<file path="src/rtl/dcp_pkg.sv">
// Shared constants for the pipelined 48-bit add/subtract datapath.
// Slice width, full word width and the signed saturation limits.
package dcp_pkg;

   localparam int W_SLICE = 24;
   localparam int W_DATA  = 2 * W_SLICE;

   localparam logic [W_DATA-1:0] SAT_POS48 = 48'h7FFF_FFFF_FFFF;
   localparam logic [W_DATA-1:0] SAT_NEG48 = 48'h8000_0000_0000;

   // Clamp value chosen by the sign of the operand that overflowed.
   function automatic logic [W_DATA-1:0] sat_value(input logic neg);
      return neg ? SAT_NEG48 : SAT_POS48;
   endfunction

endpackage

</file>
<file path="src/rtl/addsub48p_add24c.sv">
// Registered 24-bit adder slice with carry in/out, clock enable and
// synchronous clear; sum and carry are captured together.
module add24c
   import dcp_pkg::*;
(
   input  logic               clk,
   input  logic               sclr,
   input  logic               ce,
   input  logic [W_SLICE-1:0] a,
   input  logic [W_SLICE-1:0] b,
   input  logic               ci,
   output logic [W_SLICE-1:0] s,
   output logic               co
);

   logic [W_SLICE:0] sum;

   assign sum = {1'b0, a} + {1'b0, b} + {{W_SLICE{1'b0}}, ci};

   always_ff @(posedge clk) begin
      if (sclr) begin
         s  <= '0;
         co <= 1'b0;
      end else if (ce) begin
         s  <= sum[W_SLICE-1:0];
         co <= sum[W_SLICE];
      end
   end

endmodule

</file>
<file path="src/rtl/addsub48p.sv">
// Two-stage 48-bit add/subtract: low slice in stage 1, high slice in stage 2
// with the slice carry chained between them; signed overflow and optional clamp.
module addsub48p
   import dcp_pkg::*;
#(
   parameter bit SAT = 1'b0
)
(
   input  logic              CLK,
   input  logic              SCLR,
   input  logic              CE,
   input  logic              VI,
   input  logic              SUB,
   input  logic [W_DATA-1:0] A,
   input  logic [W_DATA-1:0] B,
   input  logic              CI,
   output logic [W_DATA-1:0] Q,
   output logic              CO,
   output logic              OVF,
   output logic              VO
);

   // Valid handshake: there is no ready. VO is VI delayed by exactly two
   // CE-qualified edges; the datapath is never gated, so qualify Q with VO.

   logic [W_DATA-1:0]  b_x;
   logic               c_x;
   logic [W_SLICE-1:0] lo;
   logic               c24;
   logic [W_SLICE-1:0] a_h;
   logic [W_SLICE-1:0] b_h;
   logic               sub_1;
   logic               vi_1;
   logic [W_SLICE-1:0] hi;
   logic               c48;
   logic [W_SLICE-1:0] lo_2;
   logic               a_sign_2;
   logic               b_sign_2;
   logic               sub_2;
   logic               vi_2;
   logic               ovf;

   // Subtraction as A + ~B + ~CI, so CI acts as a borrow.
   assign b_x = SUB ? ~B  : B;
   assign c_x = SUB ? ~CI : CI;

   add24c u_lo (
      .clk  (CLK),
      .sclr (SCLR),
      .ce   (CE),
      .a    (A[W_SLICE-1:0]),
      .b    (b_x[W_SLICE-1:0]),
      .ci   (c_x),
      .s    (lo),
      .co   (c24)
   );

   always_ff @(posedge CLK) begin
      if (SCLR) begin
         a_h   <= '0;
         b_h   <= '0;
         sub_1 <= 1'b0;
         vi_1  <= 1'b0;
      end else if (CE) begin
         a_h   <= A[W_DATA-1:W_SLICE];
         b_h   <= b_x[W_DATA-1:W_SLICE];
         sub_1 <= SUB;
         vi_1  <= VI;
      end
   end

   add24c u_hi (
      .clk  (CLK),
      .sclr (SCLR),
      .ce   (CE),
      .a    (a_h),
      .b    (b_h),
      .ci   (c24),
      .s    (hi),
      .co   (c48)
   );

   // Operand signs ride alongside the high slice so overflow sees stage-2 data.
   always_ff @(posedge CLK) begin
      if (SCLR) begin
         lo_2     <= '0;
         a_sign_2 <= 1'b0;
         b_sign_2 <= 1'b0;
         sub_2    <= 1'b0;
         vi_2     <= 1'b0;
      end else if (CE) begin
         lo_2     <= lo;
         a_sign_2 <= a_h[W_SLICE-1];
         b_sign_2 <= b_h[W_SLICE-1];
         sub_2    <= sub_1;
         vi_2     <= vi_1;
      end
   end

   assign ovf = (a_sign_2 == b_sign_2) && (hi[W_SLICE-1] != a_sign_2);

   assign Q   = (SAT && ovf) ? sat_value(a_sign_2) : {hi, lo_2};
   assign CO  = c48 ^ sub_2;
   assign OVF = ovf;
   assign VO  = vi_2;

endmodule
</file>
<file path="config.mk">
export PLATFORM = sky130hd
export DESIGN_NAME = addsub48p
export DESIGN_NICKNAME = d
export VERILOG_FILES = /design/src/rtl/dcp_pkg.sv /design/src/rtl/addsub48p_add24c.sv /design/src/rtl/addsub48p.sv
export SDC_FILE = /design/constraint.sdc
export NUM_CORES = 1
export LEC_CHECK = 0
export CAP_MARGIN = 30
export CORE_MARGIN = 2
export CORE_UTILIZATION = 26
export DETAILED_ROUTE_END_ITERATION = 6
export GPL_TIMING_DRIVEN = 0
export SLEW_MARGIN = 20
export SYNTH_ARGS = -nofsm -noshare
export SYNTH_HDL_FRONTEND = slang
export SYNTH_HIERARCHICAL = 1
export SYNTH_SLANG_ARGS = --single-unit
</file>
<file path="constraint.sdc">
create_clock -name CLK -period 8.7 [get_ports CLK]
set_input_delay 1.74 -clock CLK [delete_from_list [all_inputs] [get_ports CLK]]
set_output_delay 1.74 -clock CLK [all_outputs]
set_load 0.01 [all_outputs]
</file>
Word-level counts from Yosys, hierarchy flattened
Cells that the tools add are included.
Widths: inputs -> output; s select.
{ "totals": {"regBits": 128, "input_bits": 102} }
{ "classes": {"add_sub_neg": 4, "n_eq_ne": 2, "n_mux": 2, "bitwise": 3, "reduce_logical": 1} }
{ "ops": {"columns": ["cell", "n"], "rows": [
  ["$add 24x24->25", 2],
  ["$add 25x1->25", 2],
  ["$mux 48", 1],
  ["$not 48->48", 1],
  ["$eq 1x1->1", 1],
  ["$logic_and 1x1->1", 1],
  ["$mux 1", 1],
  ["$ne 1x1->1", 1],
  ["$not 1->1", 1],
  ["$xor 1x1->1", 1]
]} }

Logic depth before layout (Yosys ltp)
{ "logic_depth": {"ltp_word": 4, "mapped_depth": 12} }

Modules after synthesis
Netlist, hierarchy kept.
{ "by_module_without_submodules": {"columns": ["module", "n_inst", "cells_per_inst", "area_per_inst_um2", "seq_area_each_um2"], "rows": [
  ["addsub48p", 1, 313, 3269.4, 1561.5],
  ["add24c at u_lo", 1, 274, 2208.4, 500.5],
  ["add24c at u_hi", 1, 253, 2105.8, 500.5]
]} }

Worst setup path before layout
No wires, ideal clock.
{ "synth_timing": {"kind": "input -> register", "startpoint": "in SUB", "endpoint": "reg u_lo.s[16]", "arrival_ns": 4.403, "path_slack_ns": 4.171, "path_stages": 11, "n_path_buf": 2, "path_cell_list": "buf_6 > buf_8 > xor2_1 > fa_1 > fa_1 > a211o_1 > a21o_1 > a211oi_2 > o21ai_1 > nor4bb_1 > or3_1"} }
{ "synth_between": {"elab_chain_cells": 3, "elab_cells_between_ends": 4} }
{ "synth_lines": {"columns": ["element", "line_no", "source"], "rows": [
  ["start: declaration", "addsub48p.sv:13", "input logic SUB,"],
  ["$mux 48", "addsub48p.sv:44", "assign b_x = SUB ? ~B : B;"],
  ["net b_x[0]", "addsub48p.sv:26", "logic [W_DATA-1:0] b_x;"],
  ["$add 24x24->25", "addsub48p_add24c.sv:18", "assign sum = {1'b0, a} + {1'b0, b} + {{W_SLICE{1'b0}}, ci};"],
  ["$add 25x1->25", "addsub48p_add24c.sv:18", null],
  ["end signal: assignment", "addsub48p_add24c.sv:25", "s <= sum[W_SLICE-1:0];"],
  ["end: declaration", "addsub48p_add24c.sv:12", "output logic [W_SLICE-1:0] s,"]
]} }
The timed path passes the listed nets, and every way through them passes these cells.
A chain may end at the register's enable or synchronous reset.

Final worst setup path
{ "layout_timing": {"startpoint": "in B[0]", "endpoint": "reg u_lo.s[16]"} }
{ "layout_between": {"elab_chain_cells": 4} }
{ "layout_lines": {"columns": ["element", "line_no", "source"], "rows": [
  ["start: declaration", "addsub48p.sv:15", "input logic [W_DATA-1:0] B,"],
  ["$not 48->48", "addsub48p.sv:44", null],
  ["$mux 48 (*)", "addsub48p.sv:44", null],
  ["net b_x[0]", "addsub48p.sv:26", null],
  ["$add 24x24->25 (*)", "addsub48p_add24c.sv:18", null],
  ["$add 25x1->25 (*)", "addsub48p_add24c.sv:18", null]
]} }
Mark *: on every way through the listed nets, which the timed path passes. The rest lies on a longest branch.

==> impl_metrics.ini <==
[clock_network]
postCtsSetupBuffers = 0
cts_tree = yes
clockBufferDepth = 2
cts_max_level = 4
cts_buffers = 17
cts_resized = 0
cts_sinks = 128
cts.hold.buffers_added = 0
clock-root-buffer = clkbuf_16
clk_pin_slew_worst_paths_ns = 0.06
clk_latency_ns = 0.42

[route]
routedWlPerCell_um = 15.60
route.detailed.drc = 0
drt-pass1-iter-count = 7
antenna_left = 0
vias = 6518
drt_iter0_drc = 357
drt-total-wl_um = 21930
vias_per_cell = 4.636

[yosys]
synth-seq-cells = 128
yosysTopAreaCell = dfxtp_1
synth_fp_nets = 992
synth.area.top_cells = dfxtp_1 34%, mux2i_1 9.6%, ha_1 7.6%
synth_cells = 840
yosysTopAreaCellShare_pct = 33.79
yosysWarnings = 6
async_flop_share_pct = 0
synth_edf_count = 0
synth_seq_area_share_pct = 33.79
synth.avg_cell_area_um2 = 9.028
ys.flop_type = dfxtp_1
synth_area_um2 = 7584
synth_cell_types = 77

[final_layout]
syn2layout_area_growth_pct = 34.48
final_cell_mix = 150 x clkdlybuf4s50_1, 129 x nor2_1, 128 x dfxtp_1, 73 x mux2i_1, 53 x nand2_1
n_fill_cell = 2976
instances_no_fill = 1406
finalNetCount = 1161
drive_gt1_share_pct = 8.708
post-route-util_pct = 35.53
diodes = 0
final_common_cell = clkdlybuf4s50_1

[pwr]
p_per_area_nw_per_um2 = 186.0
p_seq_share_pct = 35.2
switching_power_mw = 0.5536
p_leak_nw = 4.172
power_frac_clock_pct = 40.5
switching_share_pct = 29.18
peakVddDrop_uv = 125.5
combPwrFrac_pct = 24.3
intPower_mw = 1.344

[critical_path]
timing.rr.end = u_hi/s[18]
cp.arrival_ns = 4.92
crit_path_end = u_lo/s[16]
cp-start-kind = input pin
path_class = in2reg
required_ns = 9.00
reg2regPathDepth = 9
worstReg2RegStart = u_lo/co
cp-end-kind = register
worst-path-max-fanout = 4
startpoint = B[0]
reg2reg_setup_slack_ns = 5.51

[flow_run]
maxCapViolations = 0

[global_route]
grt_max_degree = 17
gr-usage-all-layers_pct = 14.47
grt_pass1_wl_um = 34640
grt_pass1_vias = 6314
antenna_found_initial = 0
grt-ovfl-total = 0

[timing]
tightest_slew_ns = 0.6741
fin_skew_ns = 0.01208
max_freq_mhz = 216.5
rsz0062_at_grt = no
fin_setup_tns_ns = 0
min_period_ns = 4.619
setup_viol = 0
hold_viol = 0
period_share_pct = 53.09
slew_viol_final = 0
slew_headroom_pct = 55.06

[floorplanning]
dieArea_um2 = 30550
die_x_um = 174.8
start_util_pct = 26.42
die_h_um = 174.8
rows = 62
core_area_um2 = 28700
io_pins = 153

[place]
placed_cells = 1374
io_buffers = 150
dp_hpwl_um = 17700
place.gp.congestion = 0.8462

[status]
outcome = completed

[hold_path]
hold_class = reg2reg
whs_path_depth = 2
-- cells in the mapped netlist, types with 8 or more instances --
library cell	instances
o21ai_0	23
xor2_1	39
xnor2_1	40
a21o_1	17
dfxtp_1	128
a211oi_2	8
a31oi_1	12
a21oi_1	37
ha_1	46
nand2_1	53
nand2b_1	9
buf_2	11
buf_6	12
nand3_1	13
inv_1	9
mux2i_1	73
nor2_1	129
a211oi_1	32
clkbuf_1	19
-- how the worst min path moves through the flow --
stage / startpoint / slack [ns] / endpoint
floorplan: u_lo/s[11] / 0.42 / u_lo/s[11]
global placement: u_hi/s[20] / 0.44 / u_hi/s[20]
detailed placement: u_hi/s[20] / 0.44 / u_hi/s[20]
CTS: u_hi/s[20] / 0.46 / u_hi/s[20]
global route: u_hi/s[20] / 0.49 / u_hi/s[20]
finish: u_hi/s[20] / 0.45 / u_hi/s[20]
-- final cells by class --
type                    instances  area [um2]  area share (%)
flip-flops and latches        128        2562           25.13
well taps                     384       480.5           4.711
repair buffers                150        1501           14.72
clock inverters                15       207.7           2.037
plain buffers                  50       345.3           3.386
clock buffers                  17       425.4           4.171
inverters                       9       33.78          0.3312
multi-input cells             653        4642           45.52
-- registers in the layout, summed over array words and instances (netlist names), 24 cells and up --
name / flops
a_h: 24
b_h: 24
lo_2: 24
u_lo/s: 24
u_hi/s: 24
-- per-layer routing --
layer	track usage (%)	share of wire, %	vias to the layer above
li1	-	-	3364
met1	17.73	45	3008
met2	25.86	50	135
met3	2.720	3.9	11
met4	3.854	0.87	0
met5	0	0	-
-- cells by family after synthesis --
family | count (synthesis) | share of synthesized area (%)
simple gates | 259 | 15.82
compound gates | 192 | 17.98
flops | 128 | 33.79
xor+xnor | 79 | 9.124
mux | 73 | 9.635
buf+inv | 59 | 4.999
fa+ha+maj | 50 | 8.645
-- metrics by stage --
step | area [um2] | total power [mW] | hold slack (ns) | setup slack, ns
detailed placement | 9565 | 1.143 | 0.4423 | 3.657
CTS | 10200 | 1.921 | 0.4571 | 4.107
global placement | 9565 | 1.137 | 0.4393 | 3.694
global route | 10200 | 1.998 | 0.4896 | 3.954
floorplan | 7584 | 0.9697 | 0.4248 | 4.171
finish | 10200 | 1.897 | 0.4493 | 4.081
-- worst max-delay path: stages --
cell and delay (ns):
clkdlybuf4s50_1 0.42, xor2_1 0.16, fa_1 0.51, fa_1 0.47, a211o_1 0.33, a21o_1 0.23, a211oi_2 0.34, o21ai_1 0.18
nor4bb_1 0.18, or3_1 0.37
-- power groups by stage --
stage | Sequential, mW | Combinational [mW] | Clock, mW
2_1_floorplan | 0.679 | 0.291 | 0
3_3_place_gp | 0.680 | 0.457 | 0
3_5_place_dp | 0.681 | 0.462 | 0
4_1_cts | 0.669 | 0.464 | 0.788
5_1_grt | 0.674 | 0.510 | 0.814
6_report | 0.668 | 0.461 | 0.768
(Power assumes the default switching activity.)
==> patch: new RTL, config.mk and constraints unchanged <==
Add an input register stage for `CI`, without a reset; this delays it by one clock. The other inputs are not delayed to match.
--- a/src/rtl/addsub48p.sv
+++ b/src/rtl/addsub48p.sv
@@ -20,4 +20,10 @@
    output logic              VO
 );
+
+   logic CI_q;
+
+   always_ff @(posedge CLK) begin
+      CI_q <= CI;
+   end
 
    // Valid handshake: there is no ready. VO is VI delayed by exactly two
@@ -43,5 +49,5 @@
    // Subtraction as A + ~B + ~CI, so CI acts as a borrow.
    assign b_x = SUB ? ~B  : B;
-   assign c_x = SUB ? ~CI : CI;
+   assign c_x = SUB ? ~CI_q : CI_q;
 
    add24c u_lo (
Check against the original RTL: not equivalent (Yosys sat finds a counterexample within 4 cycles, from zero or initial values).
==> patch against the unedited design <==
- cell area rose by 0.32%
- register-to-register slack improved by 0.03 ns
- critical path depth did not move
- count of clock-buffer cells in the layout grew 4
- area after synthesis rose by 0.26%
- worst setup slack improved by 0.040 ns
- cell count is essentially flat
- clock skew down 0.0016 ns
- global-route usage rose by 0.080 points
- synthesized cell count up 0.12%
- total power is 1.0% higher
- sequential cell count is 1 higher
- wire length fell by 0.86%
- largest power group unchanged
==> patch: results (changes against the unedited design) <==
| Metric | Value |
|---|---|
| Register area share after synthesis | `34.0% (+0.17 points)` |
| # nets final | `1162 (+0.086%)` |
| Syn avg cell area | `9.04 µm² (+0.14%)` |
| Max FO, Critical Path | `4 (unchanged)` |
| Area post-placement | `9590 µm² (+0.21%)` |
| Arrival time worst endpoint | `4.88 ns (-0.04 ns)` |
| Slew HR | `53.8% (-1.3 points)` |
| Status | `completed` |
| Slowest stage delay, CP | `0.49 ns (-0.02 ns)` |
| First-pass DRT Iterations | `4 (-3)` |
| Fillers | `2941 (-1.2%)` |
| Vias in the first global route | `6527 (+3.4%)` |
| Placer Congestion | `0.853 (+0.84%)` |
| Wire per inst | `15.5 µm (-0.93%)` |
| Post-synthesis net count | `993 (+0.10%)` |
| DP Wirelength | `17500 µm (-0.90%)` |
| Total GRT Usage | `14.5% (+0.080 points)` |
| First-pass GRT wire length | `35000 µm (+1.1%)` |
| Detailed-route vias per instance | `4.59 (-0.91%)` |
| Worst VDD drop | `138 µV (+10%)` |
| Commonest cells post-synth | `dfxtp_1 (129), nor2_1 (129), mux2i_1 (73)` |
| 1st-iter DRT viols | `330 (-7.6%)` |
| Final setup skew | `0.0105 ns (-0.00160 ns)` |
| Core footprint | `28800 µm² (+0.27%)` |
| NetSw | `0.547 mW (-1.3%)` |
| Final std cells w/o fill | `1407 (+0.071%)` |
| Place WS | `3.69 ns (+0.0311 ns)` |
[patch: changes by cell type after synthesis]
cell / before / now
dfxtp_1: 128 / 129
[patch: layer usage]
metal / part of all wire [%] / global-route usage [%] / up-vias
met4: 0.99 / 4.34 / 0
met1: 45 / 18.1 / 2945
met5: 0 / 0 / -
met2: 49 / 25.4 / 151
li1: - / - / 3350
met3: 4.6 / 2.74 / 17
[patch: final timing paths]
| kind | start | to | slack (ns) | depth (start not counted) |
|---|---|---|---|---|
| setup / recovery | B[0] | u_lo/s[16] | 4.12 | 10 |
| hold / removal | u_hi/s[14] | u_hi/s[14] | 0.45 | 2 |
| setup reg to reg | u_lo/co | u_hi/s[18] | 5.54 | 9 |
| hold reg to reg | u_hi/s[14] | u_hi/s[14] | 0.45 | 2 |
[patch: kinds of logic after synthesis]
group | after synthesis | synth area share (%)
multiplexers | 73 | 9.61
AND/OR/NAND/NOR | 259 | 15.8
XOR/XNOR | 79 | 9.10
flip-flops | 129 | 34.0
buffers and inverters | 59 | 4.99
adder cells (fa/ha/maj) | 50 | 8.62
AO/OA/AOI/OAI | 192 | 17.9
[patch: power by group through the flow]
stage / clock [mW] / sequential, mW / combinational, mW
floorplan: 0 / 0.684 / 0.291
detailed placement: 0 / 0.686 / 0.460
global route: 0.829 / 0.679 / 0.510
finish: 0.785 / 0.673 / 0.459
global placement: 0 / 0.685 / 0.455
CTS: 0.800 / 0.674 / 0.463
[patch: cell type report]
cell class	instances	share of cell area (%)
timing repair buffer	150	14.7
tap	384	4.70
clock buffer	21	4.60
multi-input combinational	653	45.4
clock inverter	11	1.71
sequential	129	25.2
buffer	50	3.38
inverter	9	0.330
[patch: through the flow]
stage	hold slack (ns)	utilization [%]	power, mW
4_1_cts	0.454	35.5	1.94
3_3_place_gp	0.441	33.3	1.14
6_report	0.450	35.5	1.92
3_5_place_dp	0.444	33.3	1.15
5_1_grt	0.473	35.5	2.02
2_1_floorplan	0.425	-	0.975
[patch: worst reg2reg max path: stages (launching register included)]
cell	delay, ns
dfxtp_1	0.38
fa_1	0.47
fa_1	0.43
a21o_1	0.21
a221oi_1	0.45
o21a_1	0.30
a31oi_1	0.17
a221oi_2	0.35
or3_1	0.15
o311ai_0	0.11
